File: src/rtl/bounce_gen.sv
`default_nettype none
// ============================================================================
//  Module   : bounce_gen
//  Purpose  : Contact-bounce emulator. On request, drives d_o to a new level
//             through cnt_n pulse/pause pairs (pulse = target level, pause =
//             reverted level), then holds the target for a settle period.
//  Revision : 1.0 - initial release
//
//  Build option:
//    BOUNCE_GEN_RANDOM_EN  defined   -> 16-bit Galois LFSR (taps 0xB400)
//                                       randomizes pulse/pause lengths as
//                                       min + (lfsr & msk), saturated, >= 1.
//                          undefined -> lengths are max(min,1); masks and
//                                       SEED are not used.
//
//  Ports:
//    clk, rst            clock, synchronous active-high reset
//    ena                 0 freezes state, counters, LFSR and d_o
//    req, val, cnt_n     start request, target level, bounce pair count
//    pulse_min/msk       pulse length base / random mask
//    pause_min/msk       pause length base / random mask
//    settle_len          final hold length (0 treated as 1)
//    d_o                 bouncing output
//    busy                sequence in progress
//    done                one-cycle completion strobe
// ============================================================================
module bounce_gen #(
    parameter int          CW   = 16,
    parameter int          NW   = 8,
    parameter logic [15:0] SEED = 16'hACE1
) (
    input  logic          clk,
    input  logic          rst,
    input  logic          ena,
    input  logic          req,
    input  logic          val,
    input  logic [NW-1:0] cnt_n,
    input  logic [CW-1:0] pulse_min,
    input  logic [CW-1:0] pulse_msk,
    input  logic [CW-1:0] pause_min,
    input  logic [CW-1:0] pause_msk,
    input  logic [CW-1:0] settle_len,
    output logic          d_o,
    output logic          busy,
    output logic          done
);

    typedef enum logic [1:0] {
        S_IDLE   = 2'd0,
        S_PULSE  = 2'd1,
        S_PAUSE  = 2'd2,
        S_SETTLE = 2'd3
    } state_t;

    localparam logic [CW-1:0] c_one  = CW'(1);
    localparam logic [NW-1:0] c_bone = NW'(1);

    state_t        r_state;
    logic          r_val;
    logic [NW-1:0] r_cnt_n;
    logic [NW-1:0] r_bcnt;
    logic [CW-1:0] r_pmin;
    logic [CW-1:0] r_qmin;
    logic [CW-1:0] r_settle;
    logic [CW-1:0] r_dcnt;

    logic [CW-1:0] w_dp_new;   // first pulse length, from live inputs at req
    logic [CW-1:0] w_dp;       // pulse length from captured inputs
    logic [CW-1:0] w_dq;       // pause length from captured inputs
    logic [CW-1:0] w_ds_new;   // settle length from live inputs (cnt_n = 0)
    logic [CW-1:0] w_ds;       // settle length from captured inputs
    logic [NW-1:0] w_bcnt_inc;

    function automatic logic [CW-1:0] f_max1(input logic [CW-1:0] x);
        return (x == '0) ? c_one : x;
    endfunction

`ifdef BOUNCE_GEN_RANDOM_EN
    logic [15:0]   r_lfsr;
    logic [15:0]   w_lfsr_next;
    logic [CW-1:0] w_rnd;
    logic [CW-1:0] r_pmsk;
    logic [CW-1:0] r_qmsk;

    // Sum is one bit wider so an overflow can be detected and saturated.
    function automatic logic [CW-1:0] f_dur(input logic [CW-1:0] base,
                                           input logic [CW-1:0] msk,
                                           input logic [CW-1:0] rnd);
        logic [CW:0] s;
        s = {1'b0, base} + {1'b0, rnd & msk};
        if (s[CW])
            return '1;
        else
            return f_max1(s[CW-1:0]);
    endfunction

    assign w_lfsr_next = r_lfsr[0] ? ((r_lfsr >> 1) ^ 16'hB400) : (r_lfsr >> 1);
    assign w_rnd       = r_lfsr[CW-1:0];
    assign w_dp_new    = f_dur(pulse_min, pulse_msk, w_rnd);
    assign w_dp        = f_dur(r_pmin, r_pmsk, w_rnd);
    assign w_dq        = f_dur(r_qmin, r_qmsk, w_rnd);
`else
    // Deterministic build: masks and seed have no function.
    logic w_unused;
    assign w_unused = ^{pulse_msk, pause_msk, SEED};

    assign w_dp_new = f_max1(pulse_min);
    assign w_dp     = f_max1(r_pmin);
    assign w_dq     = f_max1(r_qmin);
`endif

    assign w_ds_new   = f_max1(settle_len);
    assign w_ds       = f_max1(r_settle);
    assign w_bcnt_inc = r_bcnt + c_bone;

    // Each phase loads D-1 on entry and ends when the counter reads zero,
    // so a phase occupies exactly D cycles.
    always_ff @(posedge clk) begin
        if (rst) begin
            r_state  <= S_IDLE;
            d_o      <= 1'b0;
            busy     <= 1'b0;
            done     <= 1'b0;
            r_val    <= 1'b0;
            r_cnt_n  <= '0;
            r_bcnt   <= '0;
            r_pmin   <= '0;
            r_qmin   <= '0;
            r_settle <= '0;
            r_dcnt   <= '0;
`ifdef BOUNCE_GEN_RANDOM_EN
            r_lfsr   <= SEED;
            r_pmsk   <= '0;
            r_qmsk   <= '0;
`endif
        end else begin
            // done is a strobe: it never survives more than one cycle,
            // even if ena drops in the cycle it is shown.
            done <= 1'b0;
            if (ena) begin
`ifdef BOUNCE_GEN_RANDOM_EN
                r_lfsr <= w_lfsr_next;
`endif
                case (r_state)
                    S_IDLE: begin
                        if (req) begin
                            r_val    <= val;
                            r_cnt_n  <= cnt_n;
                            r_pmin   <= pulse_min;
                            r_qmin   <= pause_min;
                            r_settle <= settle_len;
`ifdef BOUNCE_GEN_RANDOM_EN
                            r_pmsk   <= pulse_msk;
                            r_qmsk   <= pause_msk;
`endif
                            r_bcnt   <= '0;
                            busy     <= 1'b1;
                            d_o      <= val;
                            if (cnt_n != '0) begin
                                r_state <= S_PULSE;
                                r_dcnt  <= w_dp_new - c_one;
                            end else begin
                                r_state <= S_SETTLE;
                                r_dcnt  <= w_ds_new - c_one;
                            end
                        end
                    end
                    S_PULSE: begin
                        if (r_dcnt == '0) begin
                            r_state <= S_PAUSE;
                            d_o     <= ~r_val;
                            r_dcnt  <= w_dq - c_one;
                        end else begin
                            r_dcnt  <= r_dcnt - c_one;
                        end
                    end
                    S_PAUSE: begin
                        if (r_dcnt == '0) begin
                            // Counter never exceeds cnt_n-1 here, so the
                            // increment cannot wrap even for cnt_n = all ones.
                            r_bcnt <= w_bcnt_inc;
                            d_o    <= r_val;
                            if (w_bcnt_inc == r_cnt_n) begin
                                r_state <= S_SETTLE;
                                r_dcnt  <= w_ds - c_one;
                            end else begin
                                r_state <= S_PULSE;
                                r_dcnt  <= w_dp - c_one;
                            end
                        end else begin
                            r_dcnt <= r_dcnt - c_one;
                        end
                    end
                    S_SETTLE: begin
                        if (r_dcnt == '0) begin
                            r_state <= S_IDLE;
                            busy    <= 1'b0;
                            done    <= 1'b1;
                        end else begin
                            r_dcnt  <= r_dcnt - c_one;
                        end
                    end
                    default: r_state <= S_IDLE;
                endcase
            end
        end
    end

endmodule
`default_nettype wire

File: config.mk
export PLATFORM = sky130hd
export DESIGN_NAME = bounce_gen
export DESIGN_NICKNAME = d
export VERILOG_FILES = /design/src/rtl/bounce_gen.sv
export SDC_FILE = /design/constraint.sdc
export NUM_CORES = 1
export LEC_CHECK = 0
export CAP_MARGIN = 20
export CORE_MARGIN = 2
export CORE_UTILIZATION = 55
export CTS_CLUSTER_SIZE = 28
export DETAILED_ROUTE_END_ITERATION = 10
export HOLD_SLACK_MARGIN = 0.03
export PLACE_DENSITY_LB_ADDON = 0.2
export SLEW_MARGIN = 40
export SYNTH_ARGS = -nofsm -noshare
export SYNTH_HDL_FRONTEND = slang
export SYNTH_SLANG_ARGS = --single-unit
File: constraint.sdc
create_clock -name clk -period 4.8 [get_ports clk]
set_input_delay 0.72 -clock clk [delete_from_list [all_inputs] [get_ports clk]]
set_output_delay 0.72 -clock clk [all_outputs]
set_load 0.01 [all_outputs]
==> results.cfg <==
[critical_path]
r2r_end = r_dcnt[6]
cp.required_ps = 5020
r2r_cells = 16
r2r_slack_ps = 570
worstReg2RegStart = r_bcnt[0]
startpoint_type = flop
crit_fanout = 19
crit_type = reg -> reg
cp_data_arrival_time_ps = 4450
cp-end-kind = flop

[route]
met3_length_mm = 2.01
top_layer = met4
wl_met1_mm = 7.76
final_antenna_net_count = 0
wl_mm = 19.4
viasPerCell = 6.43
drt_iter0_drc = 675
drc = 0
avgRoutedWirePerCell_um = 18.6
vias = 6698
wl_met2_mm = 8.88
dr.pass1.iters = 6

[floorplanning]
design.core.area_mm2 = 0.0109
start_util_pct = 57.1
fp-row-count = 38
num_io_pins = 96
die-area_mm2 = 0.0122
fp.dieW_um = 111
die_h_um = 111

[yosys]
avgSynthCellArea_um2 = 7.22
yosysWarnings = 0
synth_top_area_share_pct = 27.6
synth.net_count = 966
synth_mux_area_share_pct = 4.23
synthArstFlopShare_pct = 0
syn_inst = 864
synth-xor-area-share_pct = 9.12
ys_seq_area_share_pct = 27.6
synth_area_mm2 = 0.00624
synthSimpleGateAreaFrac_pct = 30.3
synthAdderAreaFrac_pct = 1.80
synth_top_cell_by_area = dfxtp_1
synth_ff_type = dfxtp_1
synth.ff_latch_count = 86
synthTopCellsByArea = dfxtp_1 28%, nand2_1 11%, a21oi_1 7.4%
synth_compound_area_share_pct = 22.1
synth_edf_count = 0
synth_top_family_by_area = simple AND/OR/NAND/NOR gates
ys_types = 78

[worst_hold_path]
min_path_type = reg -> reg
holdPathStages = 2
worst_hold_path.endpoint = d_o
min_from = d_o

[placed_design]
placed_area_mm2 = 0.00689
dp.cells = 1026
io_buffers = 63
gp_congestion = 1.02
hpwl_mm = 14.2

[global_route]
grt_max_degree = 59
grt_util_all_layers_pct = 31.1
antenna_found_initial = 0
grt_pass1_wl_mm = 31.3
grt-ovfl-total = 0
grt_pass1_vias = 6254

[final_layout]
drive_above_1_share_pct = 5.76
antennaDiodeCount = 0
syn2layout_area_growth_pct = 15.5
nets = 999
post-route-cell-area_mm2 = 0.00721
final_util_pct = 65.9
fin_cells = 1042

[clock_tree]
cts_tree = built
hold_buffers = 0
cts.sinks = 86
post-cts-setup-buffers = 0
clk_latency_ps = 360
clkTransAtPathRegs_ps = 70
cts-buffers-inserted = 9
cts_resized = 0
clk_path_buf_depth = 2
h-tree-depth = 3
cts-root-buf = clkbuf_16

[run]
cap_violations = 0

[timing]
fmax_mhz = 236
tightest_slew_ps = 889
layout_min_cycle_time_ps = 4230
fin_setup_tns_ps = 0
timing.slew.headroom_pct = 40.7
clock_skew_ps = 10.4
hold_violations = 0
rsz0062_at_grt = false
setup_violations = 0
final_max_slew_viol_count = 0
finalCritPeriodShare_pct = 88.2

[outcome]
status = completed

[power_and_ir_drop]
power_density_mw_per_mm2 = 338
power.leakage_nw = 2.60
ir_worst_vdd_v = 0.000246
==> cells by family after synthesis <==
logic type               after synthesis
flip-flops                            86
adder cells (fa/ha/maj)                9
XOR/XNOR                              65
AND/OR/NAND/NOR                      397
multiplexers                          26
AO/OA/AOI/OAI                        215
buffers and inverters                 66
==> metrics by stage <==
step	worst slack (ps)	total power, W	hold slack [ps]
after floorplan	980	0.00143	444
after global placement	530	0.00164	453
after detailed placement	379	0.00166	454
after CTS	660	0.00241	463
after global routing	398	0.00255	492
final	566	0.00244	467
==> where the power goes <==
part / internal (W) / leakage (nW) / switching (W) / total (W)
Clock: 0.000447 / 0.151 / 0.000303 / 0.000750
Combinational: 0.000340 / 1.75 / 0.000522 / 0.000862
Sequential: 0.000761 / 0.702 / 0.0000619 / 0.000823
Total: 0.00155 / 2.60 / 0.000887 / 0.00244
==> routing by layer <==
metal	global-route usage, %	vias to the layer above
li1	-	3160
met1	38.9	3053
met2	50.8	409
met3	8.62	76
met4	12.3	0
met5	0	-
==> worst max path at each step <==
stage                            start    endpoint  slack (ps)  cells past startpoint
after floorplan              r_bcnt[0]  r_dcnt[10]         980                     17
after global routing         r_bcnt[0]   r_dcnt[6]         400                     16
after detailed placement  pulse_min[5]  r_dcnt[14]         380                     12
after global placement    pulse_min[5]  r_dcnt[14]         530                     12
final                        r_bcnt[0]   r_dcnt[6]         570                     16
after CTS                    r_bcnt[0]   r_dcnt[6]         660                     16
==> sequential cells by signal (all words and copies together) (netlist names) <==
signal	count
r_settle	16
d_o	1
r_dcnt	16
r_pmin	16
r_state	2
r_cnt_n	8
r_val	1
r_bcnt	8
done	1
r_qmin	16
busy	1
==> cell usage after synthesis (9+ instances only) <==
cell type / n
a21oi_1: 92
or3_1: 16
mux2i_1: 23
nor3_1: 44
o21ai_0: 33
or4_1: 12
ha_1: 9
nand2_1: 179
nor4_1: 13
xnor2_1: 35
nor2_1: 58
dfxtp_1: 86
nand2b_1: 11
inv_1: 14
xor2_1: 30
buf_2: 12
clkbuf_1: 29
nand3_1: 22
==> final cells by class <==
type	count	area, um2
Fill cell	973	3720
Multi-Input combinational cell	712	4230
Sequential cell	86	1720
Tap cell	140	175
Clock buffer	12	267
Timing Repair Buffer	74	711
Inverter	14	52.6
Clock inverter	4	53.8
==> placed cells by master (no fill, tap or decap), types with 14 or more instances in the layout <==
| master | netlist | layout |
|---|---|---|
| mux2i_1 | 23 | 23 |
| a21oi_1 | 92 | 92 |
| clkdlybuf4s50_1 | 0 | 62 |
| nand2_1 | 179 | 179 |
| inv_1 | 14 | 14 |
| nor3_1 | 44 | 44 |
| dfxtp_1 | 86 | 86 |
| or3_1 | 16 | 16 |
| nand3_1 | 22 | 21 |
| nor2_1 | 58 | 58 |
| xnor2_1 | 35 | 35 |
| o21ai_0 | 33 | 33 |
| xor2_1 | 30 | 30 |
==> critical path: stages (launching register included) <==
cell	delay, ps
dfxtp_1	450
ha_1	380
nand3_1	240
mux2i_1	220
o2111ai_1	120
nor3_1	200
buf_4	180
a21boi_1	150
buf_4	290
mux2_2	400
ha_1	270
inv_1	170
nor2_1	80
xor2_1	150
nor2_1	60
a211o_1	280
a2111oi_0	460
(Power assumes the default switching activity.)
